**src/rtl/tts_host_msg_dec_if.sv**
```systemverilog
// tts_host_msg_dec_if: host message, RCB RAM strobe and response bundle for the host-message decoder.
interface tts_host_msg_dec_if;
    logic         host_vld;
    logic         host_rdy;
    logic [255:0] host_msg;
    logic [3:0]   ram_sel;
    logic         ram_we;
    logic         ram_re;
    logic [15:0]  ram_addr;
    logic [23:0]  ram_be;
    logic [191:0] ram_wdata;
    logic [191:0] ram_rdata;
    logic         rsp_vld;
    logic         rsp_rdy;
    logic [255:0] rsp_data;
    modport master (
        output host_vld, host_msg, ram_rdata, rsp_rdy,
        input  host_rdy, ram_sel, ram_we, ram_re, ram_addr, ram_be, ram_wdata, rsp_vld, rsp_data
    );
    modport slave (
        input  host_vld, host_msg, ram_rdata, rsp_rdy,
        output host_rdy, ram_sel, ram_we, ram_re, ram_addr, ram_be, ram_wdata, rsp_vld, rsp_data
    );
endinterface

```
**src/rtl/tts_host_msg_dec.sv**
```systemverilog
// tts_host_msg_dec: decodes host messages into RCB RAM write/read strobes and read responses.
// Define TTS_HOST_RD_EN to build the read path (RWAIT/RESP); without it READ counts as illegal.
module tts_host_msg_dec #(
    parameter int RD_LAT = 2,
    parameter int ERR_W  = 16
) (
    input  logic               clk,
    input  logic               reset,
    tts_host_msg_dec_if.slave  bus,
    output logic [ERR_W-1:0]   err_cnt
);
`ifdef TTS_HOST_RD_EN
    typedef enum logic [1:0] {IDLE, DISP, RWAIT, RESP} state_t;
`else
    typedef enum logic {IDLE, DISP} state_t;
`endif
    state_t state_q, state_d;
    logic host_rdy_q, host_rdy_d, we_q, we_d, rd_q, rd_d, ill_q, ill_d;
    logic [3:0] sel_q, sel_d;
    logic [15:0] addr_q, addr_d;
    logic [23:0] be_q, be_d;
    logic [191:0] wdata_q, wdata_d;
    logic [ERR_W-1:0] err_q, err_d;
    logic [7:0] cmd;
    logic ram_ok, wr_ok, rd_ok;
    assign cmd = bus.host_msg[255:248];
    assign ram_ok = bus.host_msg[247:240] inside {8'd1, 8'd2, 8'd4, 8'd8};
    assign wr_ok = cmd == 8'h01 && ram_ok;
`ifdef TTS_HOST_RD_EN
    logic [63:0] hdr_q, hdr_d;
    logic [3:0] cnt_q, cnt_d;
    logic rsp_vld_q, rsp_vld_d;
    logic [255:0] rsp_data_q, rsp_data_d;
    assign rd_ok = cmd == 8'h02 && ram_ok;
    assign bus.rsp_vld = rsp_vld_q;
    assign bus.rsp_data = rsp_data_q;
`else
    assign rd_ok = 1'b0;
    assign bus.rsp_vld = 1'b0;
    assign bus.rsp_data = '0;
`endif
    assign bus.host_rdy = host_rdy_q;
    assign bus.ram_we = we_q;
    assign bus.ram_re = rd_q;
    assign bus.ram_sel = sel_q;
    assign bus.ram_addr = addr_q;
    assign bus.ram_be = be_q;
    assign bus.ram_wdata = wdata_q;
    assign err_cnt = err_q;
    // Strobes are decided at acceptance so they land in the DISP cycle itself.
    always_comb begin
        state_d = state_q;
        sel_d = sel_q;
        addr_d = addr_q;
        be_d = be_q;
        wdata_d = wdata_q;
        we_d = 1'b0;
        rd_d = 1'b0;
        ill_d = 1'b0;
        err_d = (ill_q && !(&err_q)) ? err_q + 1'b1 : err_q;
`ifdef TTS_HOST_RD_EN
        hdr_d = hdr_q;
        cnt_d = cnt_q;
        rsp_vld_d = rsp_vld_q;
        rsp_data_d = rsp_data_q;
`endif
        if (state_q == IDLE && bus.host_vld) begin
            state_d = DISP;
            sel_d = bus.host_msg[243:240];
            addr_d = bus.host_msg[239:224];
            be_d = bus.host_msg[215:192];
            wdata_d = bus.host_msg[191:0];
            we_d = wr_ok && |bus.host_msg[215:192];
            rd_d = rd_ok;
            ill_d = !(wr_ok || rd_ok);
`ifdef TTS_HOST_RD_EN
            hdr_d = bus.host_msg[255:192];
`endif
        end
`ifdef TTS_HOST_RD_EN
        if (state_q == DISP) begin
            state_d = rd_q ? RWAIT : IDLE;
            cnt_d = 4'(RD_LAT);
        end
        if (state_q == RWAIT) begin
            cnt_d = cnt_q - 1'b1;
            if (cnt_q == 4'd1) begin
                rsp_data_d = {hdr_q, bus.ram_rdata};
                rsp_vld_d = 1'b1;
                state_d = RESP;
            end
        end
        if (state_q == RESP && bus.rsp_rdy) begin
            rsp_vld_d = 1'b0;
            state_d = IDLE;
        end
`else
        if (state_q == DISP) state_d = IDLE;
`endif
        host_rdy_d = state_d == IDLE;
    end
    always_ff @(posedge clk) begin
        if (reset) begin
            state_q <= IDLE;
            host_rdy_q <= 1'b1;
            we_q <= 1'b0;
            rd_q <= 1'b0;
            ill_q <= 1'b0;
            sel_q <= '0;
            addr_q <= '0;
            be_q <= '0;
            wdata_q <= '0;
            err_q <= '0;
`ifdef TTS_HOST_RD_EN
            hdr_q <= '0;
            cnt_q <= '0;
            rsp_vld_q <= 1'b0;
            rsp_data_q <= '0;
`endif
        end else begin
            state_q <= state_d;
            host_rdy_q <= host_rdy_d;
            we_q <= we_d;
            rd_q <= rd_d;
            ill_q <= ill_d;
            sel_q <= sel_d;
            addr_q <= addr_d;
            be_q <= be_d;
            wdata_q <= wdata_d;
            err_q <= err_d;
`ifdef TTS_HOST_RD_EN
            hdr_q <= hdr_d;
            cnt_q <= cnt_d;
            rsp_vld_q <= rsp_vld_d;
            rsp_data_q <= rsp_data_d;
`endif
        end
    end
endmodule

```
**src/flat_wrapper.sv**
```systemverilog
// flat-port wrapper written by rule: the top's interface ports become plain ports
module tts_host_msg_dec_flat 
#(
    parameter int RD_LAT = 2,
    parameter int ERR_W  = 16
)
  (clk, reset, err_cnt, bus_host_vld, bus_host_msg, bus_ram_rdata, bus_rsp_rdy, bus_host_rdy, bus_ram_sel, bus_ram_we, bus_ram_re, bus_ram_addr, bus_ram_be, bus_ram_wdata, bus_rsp_vld, bus_rsp_data);
  tts_host_msg_dec_if bus_i ();
  input  logic clk;
  input  logic reset;
  output logic [ERR_W-1:0] err_cnt;
  input wire logic [$bits(bus_i.host_vld)-1:0] bus_host_vld;
  input wire logic [$bits(bus_i.host_msg)-1:0] bus_host_msg;
  input wire logic [$bits(bus_i.ram_rdata)-1:0] bus_ram_rdata;
  input wire logic [$bits(bus_i.rsp_rdy)-1:0] bus_rsp_rdy;
  output wire logic [$bits(bus_i.host_rdy)-1:0] bus_host_rdy;
  output wire logic [$bits(bus_i.ram_sel)-1:0] bus_ram_sel;
  output wire logic [$bits(bus_i.ram_we)-1:0] bus_ram_we;
  output wire logic [$bits(bus_i.ram_re)-1:0] bus_ram_re;
  output wire logic [$bits(bus_i.ram_addr)-1:0] bus_ram_addr;
  output wire logic [$bits(bus_i.ram_be)-1:0] bus_ram_be;
  output wire logic [$bits(bus_i.ram_wdata)-1:0] bus_ram_wdata;
  output wire logic [$bits(bus_i.rsp_vld)-1:0] bus_rsp_vld;
  output wire logic [$bits(bus_i.rsp_data)-1:0] bus_rsp_data;
  assign bus_i.host_vld = bus_host_vld;
  assign bus_i.host_msg = bus_host_msg;
  assign bus_i.ram_rdata = bus_ram_rdata;
  assign bus_i.rsp_rdy = bus_rsp_rdy;
  assign bus_host_rdy = bus_i.host_rdy;
  assign bus_ram_sel = bus_i.ram_sel;
  assign bus_ram_we = bus_i.ram_we;
  assign bus_ram_re = bus_i.ram_re;
  assign bus_ram_addr = bus_i.ram_addr;
  assign bus_ram_be = bus_i.ram_be;
  assign bus_ram_wdata = bus_i.ram_wdata;
  assign bus_rsp_vld = bus_i.rsp_vld;
  assign bus_rsp_data = bus_i.rsp_data;
  tts_host_msg_dec #(.RD_LAT(RD_LAT), .ERR_W(ERR_W)) u_core (.clk(clk), .reset(reset), .bus(bus_i), .err_cnt(err_cnt));
endmodule
```
**config.mk**
```make
export PLATFORM = sky130hd
export DESIGN_NAME = tts_host_msg_dec_flat
export DESIGN_NICKNAME = d
export VERILOG_FILES = /design/src/rtl/tts_host_msg_dec_if.sv /design/src/rtl/tts_host_msg_dec.sv /design/src/flat_wrapper.sv
export SDC_FILE = /design/constraint.sdc
export NUM_CORES = 1
export LEC_CHECK = 0
export CAP_MARGIN = 20
export CORE_AREA = 2 2 376 378
export CTS_CLUSTER_SIZE = 40
export DETAILED_ROUTE_END_ITERATION = 10
export DIE_AREA = 0 0 378 380
export GPL_ROUTABILITY_DRIVEN = 0
export PLACE_DENSITY = 0.3
export SETUP_SLACK_MARGIN = 0.2
export SYNTH_ARGS = -nofsm -noshare
export SYNTH_HDL_FRONTEND = slang
export SYNTH_SLANG_ARGS = --single-unit
```
**constraint.sdc**
```tcl
create_clock -name clk -period 2.42 [get_ports clk]
set_clock_uncertainty 0.1 [all_clocks]
set_input_delay 0.484 -clock clk [delete_from_list [all_inputs] [get_ports clk]]
set_output_delay 0.484 -clock clk [all_outputs]
set_load 0.02 [all_outputs]
```
==> metrics.md, run 1 <==
| Metric | Value |
|---|---|
| Final Hold Fails | 0 |
| Total congestion overflow after global routing | 0 |
| Layout cells sized above 1 | roughly 8.4% |
| Critical path class | reg -> out |
| Category of the worst setup path capture point | output pin |
| Effective utilization at floorplan | about 7.2% |
| Number of endpoints failing setup at the final stage | 0 |
| Clock-pin transition on the worst setup and hold timing paths | about 0.060 ns |
| Total I/O pin count | roughly 960 |
| Number of flops mapped to enable cells by yosys | 0 |
| Delay of the slowest critical-path stage | between 0.6 and 0.7 ns |
| Final clock period utilization by the worst path | just under 90% |
| Total number of yosys warnings | 0 |
| Hold path cells | 1 |
| Via count | just over 8k |
| Buffers on Ports | 504 |
| Number of antenna violations at the first check in global routing | 12 |
| Gr usage total | between 6 and 7% |
| Crit Reg-Reg Endpoint | u_core.err_cnt[4] |
| Count of hold buffers inserted by post-cts repair | 0 |
| Cell Area, Synth | a little over 0.01 sq mm |
| Minimum hold slack | between 0.3 and 0.4 ns |
| Drc violations | 0 |
| Sequential element share of the synthesized area | 51.0% |
| Largest net degree at the start of global routing | 45 |
| Async set or reset register ratio after synthesis | 0% |
| Core footprint | 0.139 sq mm |
| Max rail drop VDD | around 0.38 mV |
| Insertion delay of the later-clocked pin in the worst-skew pair | between 0.5 and 0.6 ns |
| Average routed wire per standard cell | ~14 um |
| Crit path time final | ~2.1 ns |
| Slew headroom | between 60% and 70% |
| Floorplan die height | roughly 380 um |
| FF+latch count, synth | around 260 |
| Number of nets in the finished design | around 1.9k |
| Hold/Removal Path Class | reg -> reg |
| Die footprint | about 0.14 sq mm |
| Critical path fanouts, max | 2 |
| Violation count after the first detailed-route iteration | 240 |
| Level count of the clock H-tree | 2 |
| Length of routed met3 wiring | 6020 um |
| Synth cell types | 37 |
| Number of global-route vias before repair | just under 9k |
| Worst flop-to-flop path startpoint | u_core.err_cnt[1] |
| DPL Wire Length | approximately 38,000 um |
| Transition time of the tightest slew-check pin | 0.570 ns |
| Top routing layer in use | met5 |
| Critical Path Slowest Stage Cell | sky130_fd_sc_hd__clkdlybuf4s50_1 |
| Horiz. Die Dim | 378 um |
| Gate Count Post-Synth | about 900 |
| Maximum Capacitance Violations | 0 |
| Num CTS Buffers | 37 |
| Filler cell count in the final layout | 15.9k |
| Final slew viol count | 0 |
| Bufs on Longest Clock Path | 3 |
| Buf/Inv on CP | 1 |
| Static power due to leakage | 7.32 nW |
| Global-route wire length before repair | roughly 65,000 um |
| Launching element type of the critical path | flop |
| Total met2 wirelength after detailed routing | roughly 22,000 um |
| Cell depth of the worst flop-to-flop path | 5 |
| Outcome | completed |
| Total power density per cell area | roughly 700 mW/mm^2 |
| Cell at the root of the clock tree | sky130_fd_sc_hd__clkbuf_16 |
| Number of buffers added for setup after CTS | 0 |
| Unrepaired setup endpoints after global routing | false |
| Total wire length | ~48,000 um |
| Core Rows | about 140 |
| Signed area change from the synthesized netlist to the final layout | 78.4% |
| Required time reported for the critical path endpoint | between 1.5 and 2 ns |
| CP Data Arrival Time | 1.56 ns |
| Clock net sink count | between 200 and 300 |
| Detailed-router iteration count before antenna repair | 4 |
| Post-layout total power | 0.0125 W |
| Top_reg_cell synth | sky130_fd_sc_hd__dfxtp_1 |
| Mean instance size in the synthesized netlist | roughly 11 sq um |
| Delay-heaviest family, CP | buffers and inverters |
| DRT met1 WL | between 15,000 and 20,000 um |
| Startpoint of the most critical hold path | u_core.bus.ram_wdata[65] |
| Number of vias per cell after detailed routing | ~2.5 |
| Series of cell instances along the critical path | clkdlybuf4s50_1 |
| Reg-to-reg slack, setup | about 0.42 ns |
| WHS Endpoint | u_core.bus.ram_wdata[65] |
| Maximum clock frequency | between 0.4 and 0.5 GHz |
| Count of nets left with antenna violations after detail routing | 0 |
| CTS tree | done |
worst max path at each step:
stage,start,endpoint,slack [ns],cells past startpoint
2_1_floorplan,u_core.err_cnt[0],u_core.err_cnt[12],0.52,5
3_3_place_gp,bus_host_msg[215],u_core.bus.ram_we,-0.13,6
3_5_place_dp,bus_host_msg[215],u_core.bus.ram_we,-0.14,6
4_1_cts,u_core.err_cnt[8],err_cnt[8],0.19,1
5_1_grt,u_core.bus.ram_wdata[119],bus_ram_wdata[119],0.20,1
6_report,u_core.bus.ram_wdata[70],bus_ram_wdata[70],0.28,1
registers in the layout, summed over array words and instances, names as in the netlist:
signal / flops
u_core.bus.ram_wdata: 192
u_core.bus.ram_be: 24
u_core.bus.ram_addr: 16
u_core.err_cnt: 16
u_core.bus.ram_sel: 4
u_core.bus.host_rdy: 1
u_core.bus.ram_we: 1
u_core.ill_q: 1
u_core.state_q: 1
area by class of cell:
class                      count  area [sq um]  area share [%]
timing repair buffer         549          5450            30.4
sequential                   256          5120            28.6
multi-input combinational    590          3700            20.6
tap                         1876          2350            13.1
clock buffer                  53          1080            6.00
clock inverter                15           210            1.17
inverter                       6          22.5           0.126
antenna                        2          5.00          0.0279
per-stage QoR:
stage | util [%] | setup slack, ns | cells | setup TNS [ns] | cell area (sq um)
final | 12.9 | 0.280 | 3347 | 0 | 17900
after global routing | 12.9 | 0.201 | 3345 | 0 | 17900
after CTS | 12.9 | 0.193 | 3345 | 0 | 17900
after detailed placement | 12.0 | -0.140 | 3277 | -0.140 | 16700
after global placement | 12.0 | -0.129 | 3277 | -0.129 | 16700
after floorplan | - | 0.524 | 1165 | 0 | 11000
metal layers:
metal | up-vias | GRT usage (%)
li1 | 3873 | -
met5 | - | 0
met3 | 65 | 3.17
met2 | 493 | 10.2
met4 | 14 | 2.28
met1 | 3805 | 6.96
cells in the final DEF (no fill, tap or decap), drive strengths merged, types with 2 or more instances in the layout:
master	netlist	routed
a21oi	16	16
or3	9	9
o21ai	10	10
a22o	236	236
dlygate4sd2	0	96
clkdlybuf4s50	0	397
dfxtp	256	256
clkinv	0	7
and3	3	3
nor2	3	3
buf	289	45
diode	0	2
nand4	8	8
inv	6	8
clkbuf	24	53
bufinv	0	4
nor3	3	3
nand2	9	9
or4	6	6
o31ai	5	5
dlymetal6s2s	0	11
nand3	4	4
conb	1	258
clkinvlp	0	2
nor4	8	8
synthesized netlist by cell type (all sizes together) (3+ instances only):
cell,instances,area (sq um)
nor2,3,11.3
nand4,8,80.1
or4,6,45.0
a22o,236,2070
o31ai,5,37.5
nand3,4,20.0
dfxtp,256,5120
or3,9,65.1
o21ai,10,50.1
and3,3,21.3
clkbuf,24,90.1
nor4,8,65.1
a21oi,16,80.1
nand2,9,33.8
inv,6,22.5
nor3,3,20.0
buf,289,2100
cell families after synthesis:
| family | Yosys count | synth area share [%] |
|---|---|---|
| AND/OR/NAND/NOR | 60 | 4.28 |
| other | 1 | 0.0373 |
| buffers and inverters | 319 | 22.0 |
| flip-flops | 256 | 51.0 |
| adder cells (fa/ha/maj) | 1 | 0.124 |
| AO/OA/AOI/OAI | 271 | 22.6 |
power breakdown:
part | internal, W | switching, W | total [W]
logic | 0.000940 | 0.00119 | 0.00213
registers | 0.00447 | 0.000158 | 0.00463
clock network | 0.00355 | 0.00223 | 0.00578
repair_timing:
item	in CTS	in global routing
setup endpoints to repair	96	11
hold endpoints to repair	0	0
resized for setup	96	11
No activity file was read; power rests on OpenSTA's default activity.
==> inputs of run 2 (changes only) <==
--- a/config.mk
+++ b/config.mk
@@ -5,11 +5,11 @@
 export SDC_FILE = /design/constraint.sdc
 export NUM_CORES = 1
 export LEC_CHECK = 0
-export CAP_MARGIN = 20
-export CORE_AREA = 2 2 376 378
+export CAP_MARGIN = 15
+export CORE_AREA = 2 2 377 379
 export CTS_CLUSTER_SIZE = 40
 export DETAILED_ROUTE_END_ITERATION = 10
-export DIE_AREA = 0 0 378 380
+export DIE_AREA = 0 0 379 381
 export GPL_ROUTABILITY_DRIVEN = 0
 export PLACE_DENSITY = 0.3
 export SETUP_SLACK_MARGIN = 0.2
==> metrics.md, run 2 (synthesis results as in run 1) <==
| Metric | Value |
|---|---|
| Startpoint of the most critical hold path | u_core.bus.ram_sel[1] |
| Critical Path Slowest Stage Cell | sky130_fd_sc_hd__clkdlybuf4s50_1 |
| Required time reported for the critical path endpoint | 1.84 ns (about the same) |
| Average routed wire per standard cell | 14.4 um (+1.0%) |
| Clock net sink count | 256 (unchanged) |
| Total congestion overflow after global routing | 0 (unchanged) |
| Clock-pin transition on the worst setup and hold timing paths | 0.06 ns (about the same) |
| Signed area change from the synthesized netlist to the final layout | 77.2% |
| Post-Place Worst Slack | -0.101 ns (+0.0391 ns) |
| Hold/Removal Path Class | reg -> reg |
| Total power density per cell area | 685 mW/mm^2 (-2.0%) |
| Drc violations | 0 (unchanged) |
| Core footprint | 0.141 sq mm (+0.98%) |
| CP Data Arrival Time | 1.55 ns (about the same) |
| Buf/Inv on CP | 1 (unchanged) |
| Slew headroom | 59.9% (-1.8 points) |
| Start point of the critical path | u_core.bus.ram_wdata[46] |
| Final worst-path setup slack | 0.282 ns (+0.00241 ns) |
| Bufs on Longest Clock Path | 3 (unchanged) |
| Total wire length | 48,100 um (+1.1%) |
| Level count of the clock H-tree | 2 (unchanged) |
| Number of endpoints failing setup at the final stage | 0 (unchanged) |
| Gr usage total | 6.34% (+0.055 points) |
| Maximum Capacitance Violations | 0 (unchanged) |
| Buffers on Ports | 504 (unchanged) |
| Number of global-route vias before repair | 8,652 (-0.046%) |
| Detailed-router iteration count before antenna repair | 4 (unchanged) |
| Worst flop-to-flop path startpoint | u_core.err_cnt[0] |
| Launching element type of the critical path | flop |
| Largest net degree at the start of global routing | 49 (+8.9%) |
| Unrepaired setup endpoints after global routing | false |
| Die footprint | 0.144 sq mm (+0.53%) |
| Filler cell count in the final layout | 16.0k (+0.98%) |
| Non-Filler Cell Area, Final | 0.0178 sq mm (-0.70%) |
| Floorplan die height | 381 um (+0.26%) |
| Number of vias per cell after detailed routing | 2.47 (+0.29%) |
| Series of cell instances along the critical path | clkdlybuf4s50_1 |
| Delay of the slowest critical-path stage | 0.65 ns (about the same) |
| DPL Wire Length | 38,400 um (+1.8%) |
| Transition time of the tightest slew-check pin | 0.597 ns (+0.0275 ns) |
| Number of flip-flops under the largest register name | 192 (unchanged) |
| Layout cells sized above 1 | 7.95% (-0.42 points) |
| Delay-heaviest family, CP | buffers and inverters |
| Post-Route Setup TNS | 0 ns (unchanged) |
| Outcome | completed |
| Global-route wire length before repair | 65,900 um (+0.65%) |
| Critical path class | reg -> out |
| Cell at the root of the clock tree | sky130_fd_sc_hd__clkbuf_16 |
| Effective utilization at floorplan | 7.16% (-0.070 points) |
| Final slew viol count | 0 (unchanged) |
| Total I/O pin count | 964 (unchanged) |
| Number of buffers added for setup after CTS | 0 (unchanged) |
| Critical path fanouts, max | 2 (unchanged) |
| Horiz. Die Dim | 379 um (+0.26%) |
| Maximum clock frequency | 0.468 GHz (+0.11%) |
| Highest-count cells in the layout ignoring fill and taps | sky130_fd_sc_hd__clkdlybuf4s50_1, sky130_fd_sc_hd__conb_1, sky130_fd_sc_hd__dfxtp_1, sky130_fd_sc_hd__a22o_1, sky130_fd_sc_hd__dlygate4sd2_1 |
| Post-layout total power | 0.0122 W (-2.7%) |
| Insertion delay of the later-clocked pin in the worst-skew pair | 0.57 ns (about the same) |
| Area of placed instances | 0.0167 sq mm (-0.21%) |
| CTS tree | done |
| Violation count after the first detailed-route iteration | 209 (-13%) |
| Num CTS Buffers | 37 (unchanged) |
| Minimum hold slack | 0.372 ns (-0.00144 ns) |
| Core Rows | 138 (+0.73%) |
| Count of nets left with antenna violations after detail routing | 0 (unchanged) |
| Most common cell after layout, fill and taps aside | sky130_fd_sc_hd__clkdlybuf4s50_1 |
| Max rail drop VDD | 0.426 mV (+12%) |
| Number of antenna violations at the first check in global routing | 11 (-1) |
| Via count | 8,286 (+0.44%) |
| Final clock period utilization by the worst path | 88.3% (-0.10 points) |
| Number of nets in the finished design | 1,888 (-0.26%) |
| Reg-to-reg slack, setup | 0.51 ns (+0.09 ns) |
| Category of the worst setup path capture point | output pin |
| Crit path time final | 2.14 ns (-0.00241 ns) |
| Final Hold Fails | 0 (unchanged) |
| Static power due to leakage | 7.33 nW (+0.15%) |
-- run 2: changes by cell type in the layout (fill, tap and decap cells not counted), sizes merged --
cell / delta
dlygate4sd2: +14
clkinvlp: -1
dlymetal6s2s: +1
inv: -2
clkdlybuf4s15: +2
diode: +1
clkbuf: +2
buf: -4
bufinv: -3
clkdlybuf4s50: -19
-- run 2: final timing paths --
kind	to	depth (start not counted)
max	bus_ram_wdata[46]	1
min	u_core.bus.ram_sel[1]	1
max reg2reg	u_core.err_cnt[12]	5
min reg2reg	u_core.bus.ram_sel[1]	1
-- run 2: metal layers --
metal | wire length, um | GRT usage (%) | vias up
li1 | - | - | 3865
met1 | 18000 | 6.79 | 3865
met2 | 22100 | 10.3 | 490
met3 | 6560 | 3.48 | 56
met4 | 1400 | 2.51 | 10
met5 | 63 | 0 | -
-- run 2: layout make-up --
class	count	area [sq um]	area share (%)
well taps	1890	2360	13.3
repair buffers	544	5380	30.2
clock inverters	9	124	0.695
multi-input cells	590	3700	20.8
clock buffers	54	1090	6.12
flip-flops and latches	256	5120	28.8
diodes	3	7.51	0.0421
inverters	6	22.5	0.126
-- run 2: through the flow --
step	util [%]	instances
after floorplan	-	1165
after global placement	11.9	3286
after detailed placement	11.9	3286
after CTS	12.7	3349
after global routing	12.7	3351
final	12.7	3352
-- run 2: timing repair --
| item | 4_1_cts | 5_1_grt |
|---|---|---|
| endpoints found under the setup margin | 113 | 17 |
| pin swaps | 0 | 1 |
| resized for setup | 114 | 15 |
| cloned | 0 | 0 |
| hold buffers | 0 | 0 |
-- run 2: power breakdown --
group          switching [W]  internal (W)
Clock                0.00222       0.00324
Sequential          0.000156       0.00447
Combinational        0.00119      0.000923
